==> src/rtl/parity_rx_check.sv <==
// Serial-to-parallel receiver for MSB-first frames of WIDTH data bits plus one
// parity bit; rebuilds the word, counts its ones and flags a parity mismatch.
module parity_rx_check #(
   parameter int WIDTH      = 8,
   parameter int ODD_PARITY = 0
) (
   input  logic                       clock,
   input  logic                       reset,
   input  logic                       start,
   input  logic                       serialin,
   input  logic                       bit_valid,
   output logic [WIDTH-1:0]           dataout,
   output logic [$clog2(WIDTH+1)-1:0] ones_count,
   output logic                       parity_rx,
   output logic                       parity_err,
   output logic                       busy,
   output logic                       done
);

   localparam int   CW      = $clog2(WIDTH + 1);
   localparam logic ODD_BIT = (ODD_PARITY != 0);

   typedef enum logic [1:0] {
      IDLE = 2'd0,
      DATA = 2'd1,
      PAR  = 2'd2,
      DONE = 2'd3
   } state_t;

   state_t           state_r, state_s;
   logic [WIDTH-1:0] data_r, data_s;
   logic [CW-1:0]    ones_r, ones_s;
   logic [CW-1:0]    cnt_r, cnt_s;
   logic             prx_r, prx_s;
   logic             perr_r, perr_s;
   logic             busy_r, busy_s;
   logic             done_r, done_s;

   function automatic logic even_parity(input logic [WIDTH-1:0] word);
      return ^word;
   endfunction

   // Next-state and next-field decode; start wins over any bit in the same cycle.
   always_comb begin
      state_s = state_r;
      data_s  = data_r;
      ones_s  = ones_r;
      cnt_s   = cnt_r;
      prx_s   = prx_r;
      perr_s  = perr_r;
      if (start) begin
         state_s = DATA;
         data_s  = {WIDTH{1'b0}};
         ones_s  = {CW{1'b0}};
         cnt_s   = {CW{1'b0}};
         prx_s   = 1'b0;
         perr_s  = 1'b0;
      end else begin
         case (state_r)
            IDLE: state_s = IDLE;
            DATA: begin
               if (bit_valid) begin
                  data_s = {data_r[WIDTH-2:0], serialin};
                  ones_s = ones_r + {{(CW-1){1'b0}}, serialin};
                  if (cnt_r == CW'(WIDTH - 1)) begin
                     cnt_s   = CW'(WIDTH);
                     state_s = PAR;
                  end else begin
                     cnt_s   = cnt_r + {{(CW-1){1'b0}}, 1'b1};
                     state_s = DATA;
                  end
               end else begin
                  state_s = DATA;
               end
            end
            PAR: begin
               if (bit_valid) begin
                  prx_s   = serialin;
                  perr_s  = serialin ^ even_parity(data_r) ^ ODD_BIT;
                  state_s = DONE;
               end else begin
                  state_s = PAR;
               end
            end
            DONE: state_s = DONE;
            default: state_s = IDLE;
         endcase
      end
      busy_s = (state_s == DATA) || (state_s == PAR);
      done_s = (state_s == DONE);
   end

   // State and output registers with synchronous reset.
   always_ff @(posedge clock) begin
      if (reset) begin
         state_r <= IDLE;
         data_r  <= {WIDTH{1'b0}};
         ones_r  <= {CW{1'b0}};
         cnt_r   <= {CW{1'b0}};
         prx_r   <= 1'b0;
         perr_r  <= 1'b0;
         busy_r  <= 1'b0;
         done_r  <= 1'b0;
      end else begin
         state_r <= state_s;
         data_r  <= data_s;
         ones_r  <= ones_s;
         cnt_r   <= cnt_s;
         prx_r   <= prx_s;
         perr_r  <= perr_s;
         busy_r  <= busy_s;
         done_r  <= done_s;
      end
   end

   assign dataout    = data_r;
   assign ones_count = ones_r;
   assign parity_rx  = prx_r;
   assign parity_err = perr_r;
   assign busy       = busy_r;
   assign done       = done_r;

endmodule

==> config.mk <==
export PLATFORM = sky130hd
export DESIGN_NAME = parity_rx_check
export DESIGN_NICKNAME = d
export VERILOG_FILES = /design/src/rtl/parity_rx_check.sv
export SDC_FILE = /design/constraint.sdc
export NUM_CORES = 1
export LEC_CHECK = 0
export CAP_MARGIN = 20
export CORE_ASPECT_RATIO = 1.25
export CORE_UTILIZATION = 45
export DETAILED_ROUTE_END_ITERATION = 8
export GPL_ROUTABILITY_DRIVEN = 0
export PLACE_DENSITY = 0.83
export SLEW_MARGIN = 20
export SYNTH_ARGS = -nofsm -noshare
export SYNTH_HDL_FRONTEND = slang
export SYNTH_SLANG_ARGS = --single-unit
==> constraint.sdc <==
create_clock -name clock -period 5 [get_ports clock]
set_input_delay 0.75 -clock clock [delete_from_list [all_inputs] [get_ports clock]]
set_output_delay 0.75 -clock clock [all_outputs]
set_load 0.02 [all_outputs]
Yosys cells after proc, flatten, opt, wreduce, memory -nomap -nowiden --
Index checks and enable logic that the tools add are counted.
Storage, ports and cells: input bits 5, flip-flop bits (word level) 22, output and inout port bits 16
Cells by class: equal/unequal tests 7, $add $sub $neg 2, mux-type cells 6, reduce and logical (&&, ||, !) cells 6, bitwise gates (word level) 1
Operators by type and width (number):
- 2-bit == test, second input constant | 4
- 2-bit one-hot mux with 4 select lines | 1
- 8-bit XOR reduction | 1
- 2-bit two-way mux | 3
- 4-bit by 1-bit adder with 4-bit output | 1
- 4-bit by 1-bit adder with 4-bit output, second input constant | 1
- 2-bit by 1-bit == test with 1-bit output, second input constant | 2
- 4-bit by 3-bit == test with 1-bit output, second input constant | 1
- 4-bit two-way mux | 1
- 2-bit AND reduction | 2
- 2-bit zero test | 1
- 2-bit OR reduction | 1
- 1-bit logical OR | 1
- 1-bit two-way mux | 1
- 1-bit XOR | 1

Depth between registers and ports, before layout --
Gate-level depths: netlist of run 1.
depth after elaboration 7, mapped depth 6, depth with buffers taken out 6

Least setup slack after synthesis of run 1 --
No wires, ideal clock.
kind input to register, start point input port bit_valid, end point register busy_r (netlist: busy), stages on the path 3, arrival time 1.478 ns, slack 3.408 ns, cells stage by stage a221o_1 -> ha_1 -> nor2b_1
On the way: longest elaborated chain between the ends 5, elaborated cells between the ends (all ways) 7
Ends and longest elaborated chain:
- start: declaration | line 11 | input logic bit_valid,
- 1-bit two-way mux or 2-bit two-way mux (tied branches) | line 77, 62
- 2-bit one-hot mux with 4 select lines (*) | line 59 | case (state_r)
- 2-bit two-way mux (*) | line 51 | if (start) begin
- 2-bit by 1-bit == test with 1-bit output or 2-bit == test (tied branches) | line 89 | busy_s = (state_s == DATA) || (state_s == PAR);
- 1-bit logical OR (*) | line 89
- via busy_s | line 36 | logic busy_r, busy_s;
- end signal: assignment | line 111 | busy_r <= busy_s;
- end: declaration | line 36
The timed path passes the listed nets; every way through them passes the cells marked *. A chain may end at the register's enable or synchronous reset.

Worst setup path in the final report of run 1 --
start point register data_r[6] (netlist: dataout[6]), end point output port dataout[6]
RTL lines:
- start: declaration | line 31 | logic [WIDTH-1:0] data_r, data_s;
- start signal: assignment | line 97 | data_r <= {WIDTH{1'b0}};
- start signal: assignment | line 106 | data_r <= data_s;
- end: declaration | line 12 | output logic [WIDTH-1:0] dataout,
No word-level cell between the ends.

==> results of run 1 <==
[tightest hold or removal path, delay by kind of cell, from the launching register on]
family,cells,cell delay [ns]
AO/OA/AOI/OAI,1,0.05
flip-flops,1,0.34
AND/OR/NAND/NOR,1,0.06
[layer usage]
layer	vias to the layer above	share of wire	GRT usage
li1	395	-	-
met1	363	0.51	0.212
met2	20	0.44	0.250
met3	2	0.042	0.0512
met4	0	0.0057	0.0990
met5	-	0	0
[final cells by class]
cell class / instances / area (um2) / area share
sequential: 22 / 440 / 0.378
multi-input combinational: 81 / 477 / 0.409
timing repair buffer: 20 / 200 / 0.172
clock buffer: 3 / 22.5 / 0.0193
tap: 20 / 25.0 / 0.0215
[final timing paths]
check                              from                          to  depth (start not counted)
min          ones_count[0]$_SDFFE_PP0P_  ones_count[0]$_SDFFE_PP0P_                          2
max reg2reg       cnt_r[0]$_SDFFE_PP0P_             busy$_SDFF_PP0_                          6
max             dataout[6]$_SDFFE_PP0P_                  dataout[6]                          1
min reg2reg  ones_count[0]$_SDFFE_PP0P_  ones_count[0]$_SDFFE_PP0P_                          2
[report_power, final]
part | switching, W | internal, W | total, W
logic | 0.0000112 | 0.00000785 | 0.0000191
clock network | 0.0000491 | 0.0000281 | 0.0000772
registers | 0.00000134 | 0.000177 | 0.000178
total | 0.0000616 | 0.000213 | 0.000274
[Yosys cell counts]
| master | instances |
|---|---|
| xnor2_1 | 3 |
| a221o_1 | 1 |
| nand3b_1 | 3 |
| o21ai_0 | 1 |
| buf_2 | 5 |
| nand4_1 | 1 |
| nor2_1 | 9 |
| and3b_1 | 2 |
| a21oi_1 | 13 |
| or2_1 | 1 |
| dfxtp_1 | 22 |
| o211ai_1 | 1 |
| xor2_1 | 5 |
| a31oi_1 | 1 |
| nand3_1 | 2 |
| ha_1 | 4 |
| a211o_1 | 1 |
| mux2i_1 | 1 |
| nor3_1 | 1 |
| nor2b_1 | 3 |
| nand2_1 | 27 |
| xnor3_1 | 1 |
[kinds of logic (layout without fill, tap and decap cells)]
logic type / after synthesis / after routing / share of synthesized area
multiplexers: 1 / 1 / 0.0106
XOR/XNOR: 9 / 9 / 0.0983
buffers and inverters: 5 / 23 / 0.0266
AND/OR/NAND/NOR: 49 / 49 / 0.235
AO/OA/AOI/OAI: 18 / 18 / 0.109
adder cells (fa/ha/maj): 4 / 4 / 0.0531
flip-flops: 22 / 22 / 0.467
[registers in the layout (all words and copies together), names as in the netlist]
| register | count |
|---|---|
| parity_rx | 1 |
| state_r | 2 |
| dataout | 8 |
| cnt_r | 4 |
| ones_count | 4 |
| done | 1 |
| busy | 1 |
| parity_err | 1 |
[per-stage QoR]
| stage | total power [W] | instance area [um2] | instances | utilization | hold slack [ns] |
|---|---|---|---|---|---|
| 5_1_grt | 0.000288 | 1160 | 146 | 0.588 | 0.530 |
| 2_1_floorplan | 0.000194 | 942 | 108 | - | 0.454 |
| 4_1_cts | 0.000277 | 1160 | 146 | 0.588 | 0.486 |
| 3_3_place_gp | 0.000200 | 1140 | 143 | 0.576 | 0.467 |
| 3_5_place_dp | 0.000201 | 1140 | 143 | 0.576 | 0.470 |
| 6_report | 0.000274 | 1160 | 146 | 0.588 | 0.486 |
==> summary.md, run 1 <==
| Metric | Value |
|---|---|
| DR vias | 780 |
| Clock Path Buffers | 2 |
| Max_slew headroom | 0.570 |
| HPWL after DPL | 1230 um |
| Clock sinks | 22 |
| Setup TNS | 0 ns |
| Final Routed Wirelength | 1760 um |
| Grt total ovfl | 0 |
| Hold Vio Cnt, Final | 0 |
| Post-CTS Resized | 0 |
| Reg2Reg Setup Slack | 3.27 ns |
| Die area | 0.00228 mm2 |
| I/O Buffers | 20 |
| Number of synthesis warnings | 0 |
| Final setup vio count | 0 |
| Nets | 137 |
| Place WS | 2.67 ns |
| Most frequent cells in the layout | 27 x nand2_1, 22 x dfxtp_1, 20 x clkdlybuf4s50_1 |
| Post-DR wirelength/cell | 12.0 um |
| Residual DRC count | 0 |
| Synthesized area per cell | 8.72 um2 |
| Filler Cell Count | 171 |
| Fmax | 477 MHz |
| Kind of cell adding the most delay to the critical path | buffers and inverters |
| CTS Buf Count | 3 |
| RSZ-0062 raised after global routing | no |
| Largest cells by area after synthesis | dfxtp_1 47%, nand2_1 11%, a21oi_1 6.9% |
| Initial Utilization | 0.475 |
| Most common cell after layout, fill and taps aside | nand2_1 |
| Synth unique cells | 22 |
| Syn Nets | 117 |
| Total GRT Usage | 0.168 |
| CP max stage delay | 0.63 ns |
| Post-route ant nets | 0 |
| Crit Path Category | flop to primary output |
| Setup bufs post-CTS | 0 |
| Sequential-to-total area share from yosys stat | 0.467 |
| Number of max-cap violations | 0 |
| IO Pins | 21 |
| CP Launch Type | flop |
| Final Max Slew Viols | 0 |
| Yosys top cell by area | dfxtp_1 |
| Critical path peak fanout | 4 |
| Antenna cell count | 0 |
| CTS H-tree lvls | 1 |
| CP cell instances | clkdlybuf4s50_1 |
| CP required | 4.25 ns |
| TritonRoute pass-1 iters | 5 |
| VDD IR max | 0.176 mV |
| Chip height | 53.2 um |
| TritonCTS clock tree | built |
| Post-layout minimum cycle time | 2.10 ns |
| Fin crit share | 0.419 |
| Register clock-pin slew on the reported worst setup and hold paths | 0.11 ns |
| Cells after Synth | 108 |
| Layout cells sized above 1 | 0.0238 |
| DR iter-0 viols | 15 |
| Worst Setup End Kind | primary output |
| Arrival time at the worst endpoint | 1.35 ns |
| Worst-Skew Late Latency | 0.30 ns |
| Crit path buf inv count | 1 |
| DR vias/cell | 5.34 |
| Clock Skews | 0.00250 ns |
| First-pass GRT wire length | 2780 um |
| Area growth from synthesis to layout | 23.6% |
| Die Wd | 42.9 um |
| Final worst setup slack | 2.90 ns |
| Slowest CP cell | clkdlybuf4s50_1 |
| Cell Rows | 18 |
| Number of global-route vias before repair | 656 |
| P per Cell Area | 236 mW/mm2 |
| Initial antenna violation count | 0 |
| Hold WC Path Type | flop to flop |
| Hold buffer count at cts | 0 |
| CTS root buf | clkbuf_4 |
| Worst-Margin Slew | 0.645 ns |
| Yosys reg bits | 22 |
| Post-synth top area share | 0.467 |
| Largest net degree at the start of global routing | 20 |
| Cell Area, Synth | 942 um2 |
| Lkg Pwr | 0.428 nW |
| Core area | 0.00198 mm2 |
| Status | complete, no violations |
(Power assumes the default switching activity.)
==> run 2, diff against run 1 <==
- CORE_UTILIZATION: 45 -> 43
- clock period: 5 -> 1.8 ns (I/O delays scaled with it)
==> run 2 against run 1 <==
  * The flow now finishes with violations (design-rule violations)
  * Clock power rose to 3.4 times the previous value
  * Critical endpoint is now busy$_SDFF_PP0_
  * Wire length rose by 4.6%
  * Count of clock-buffer cells in the layout rose by 1
  * Utilization rose by 0.55 points
  * Sequential cell count did not move
  * Largest power group unchanged
  * Setup slack got worse by 2.8 ns
  * Combinational power rose to 3.0 times the previous value
  * Register-to-register slack got worse by 3.1 ns
==> summary.md, run 2 (synthesis results as in run 1) <==
| Metric | Value |
|---|---|
| Lkg Pwr | 0.450 nW |
| Worst Setup SP | cnt_r[1]$_SDFFE_PP0P_ |
| FF-to-FF End | busy$_SDFF_PP0_ |
| Die area | 0.00238 mm2 |
| Final Routed Wirelength | 1840 um |
| Hold buffer count at cts | 0 |
| First-pass GRT wire length | 2820 um |
| Antenna cell count | 0 |
| Most frequent cells in the layout | 27 x nand2_1, 21 x dfxtp_1, 20 x clkdlybuf4s50_1 |
| Initial Utilization | 0.465 |
| Chip height | 54.3 um |
| Clock Skews | 0.00146 ns |
| Hold Vio Cnt, Final | 0 |
| Status | finished with violations |
| Layout cells sized above 1 | 0.0615 |
| VDD IR max | 0.558 mV |
| Clock sinks | 22 |
| DR iter-0 viols | 16 |
| Cell count after placement | 146 |
| CTS H-tree lvls | 1 |
| TritonCTS clock tree | built |
| Max_slew headroom | 0.776 |
| Crit Path Category | flop to flop |
| Cell Rows | 18 |
| Critical path peak fanout | 3 |
| CTS Buf Count | 3 |
| Finished Layout Cells | 150 |
| CTS root buf | clkbuf_4 |
| Number of global-route vias before repair | 679 |
| Number of max-cap violations | 0 |
| Fin crit share | 0.932 |
| Failing checks | design-rule violations |
| I/O Buffers | 20 |
| Worst R2R Path Depth | 6 |
| HPWL after DPL | 1390 um |
| Arrival time at the worst endpoint | 1.88 ns |
| Final Max Slew Viols | 0 |
| Nets | 140 |
| Final setup vio count | 0 |
| Filler Cell Count | 174 |
| Reg-to-Reg Start | cnt_r[1]$_SDFFE_PP0P_ |
| Hold WC Path Type | flop to flop |
| Post-layout minimum cycle time | 1.68 ns |
| Core area | 0.00203 mm2 |
| Grt total ovfl | 0 |
| Post-route ant nets | 0 |
| Setup TNS | 0 ns |
| Largest register FFs | 8 |
| CP Launch Type | flop |
| DR vias/cell | 5.31 |
| Worst-Margin Slew | 0.335 ns |
| IO Pins | 21 |
| Post-DR wirelength/cell | 12.3 um |
| Largest net degree at the start of global routing | 18 |
| CP max stage delay | 0.38 ns |
| CP required | 2.00 ns |
| DR vias | 796 |
| Total GRT Usage | 0.163 |
| Die Wd | 43.9 um |
| Worst Setup End Kind | flop |
| P per Cell Area | 682 mW/mm2 |
| Slowest CP cell | dfxtp_1 |
| Fmax | 596 MHz |
| Reg2Reg Setup Slack | 0.12 ns |
| Worst-Skew Late Latency | 0.30 ns |
| Initial antenna violation count | 0 |
| RSZ-0062 raised after global routing | no |
| Area growth from synthesis to layout | 27.6% |
| Most common cell after layout, fill and taps aside | nand2_1 |
| CP cell instances | ha_1, and3b_1, nand2_1, a221o_1, ha_1, nor2b_1 |
| Clock Path Buffers | 2 |
| Crit-path most repeated cell | ha_1 |
| TritonRoute pass-1 iters | 5 |
| Residual DRC count | 3 |
| CP endpoint | busy$_SDFF_PP0_ |
| Register clock-pin slew on the reported worst setup and hold paths | 0.12 ns |
==> run 2: cell types whose count changed in the layout (fill, tap and decap cells not counted), sizes merged <==
| cell | delta |
|---|---|
| buf | +3 |
| clkbuf | +1 |
==> run 2: power breakdown <==
part	switching [W]	leakage [nW]	internal, W
clock	0.000143	0.0210	0.000123
combinational	0.0000322	0.251	0.0000260
sequential	0.00000371	0.178	0.000492
==> run 2: final cells by class <==
type / count / area, um2 / share of cell area
Multi-Input combinational cell: 81 / 477 / 0.396
Tap cell: 20 / 25.0 / 0.0208
Sequential cell: 22 / 442 / 0.367
Timing Repair Buffer: 23 / 223 / 0.185
Clock buffer: 4 / 36.3 / 0.0302
==> run 2: worst max-delay path: cells and delay by family, from the launching register on <==
kind	cells	cell delay [ns]
compound gates	1	0.32
fa+ha+maj	2	0.48
flops	1	0.38
simple gates	3	0.40
==> run 2: routing by layer <==
layer / share of wire / GRT usage / vias up / wire length, um
met5: 0 / 0 / - / 0
met3: 0.033 / 0.0297 / 2 / 60
met2: 0.51 / 0.299 / 14 / 937
met1: 0.45 / 0.175 / 374 / 821
met4: 0.010 / 0.0909 / 0 / 19
li1: - / - / 406 / -
==> run 2: what timing repair did <==
action	4_1_cts	5_1_grt
endpoints found under the setup margin	0	1
setup buffers	0	0
gates resized for setup	0	1
==> run 2: per-stage QoR <==
step           setup WS, ns   util  hold slack (ns)  cell area (um2)  power, W
2_1_floorplan         0.239      -            0.342              942  0.000538
3_3_place_gp         0.0937  0.575            0.465             1160  0.000563
3_5_place_dp         0.0326  0.575            0.477             1160  0.000564
4_1_cts              0.0612  0.593            0.495             1200  0.000829
5_1_grt              0.0375  0.593            0.517             1200  0.000860
6_report              0.122  0.593            0.491             1200  0.000820
==> run 2: worst min path at each step <==
stage,slack (ns),depth (start not counted),start,endpoint
2_1_floorplan,0.34,1,reset,busy$_SDFF_PP0_
3_3_place_gp,0.46,2,cnt_r[1]$_SDFFE_PP0P_,cnt_r[1]$_SDFFE_PP0P_
3_5_place_dp,0.48,2,cnt_r[1]$_SDFFE_PP0P_,cnt_r[1]$_SDFFE_PP0P_
4_1_cts,0.49,2,cnt_r[1]$_SDFFE_PP0P_,cnt_r[1]$_SDFFE_PP0P_
5_1_grt,0.52,2,ones_count[0]$_SDFFE_PP0P_,ones_count[0]$_SDFFE_PP0P_
6_report,0.49,2,cnt_r[1]$_SDFFE_PP0P_,cnt_r[1]$_SDFFE_PP0P_
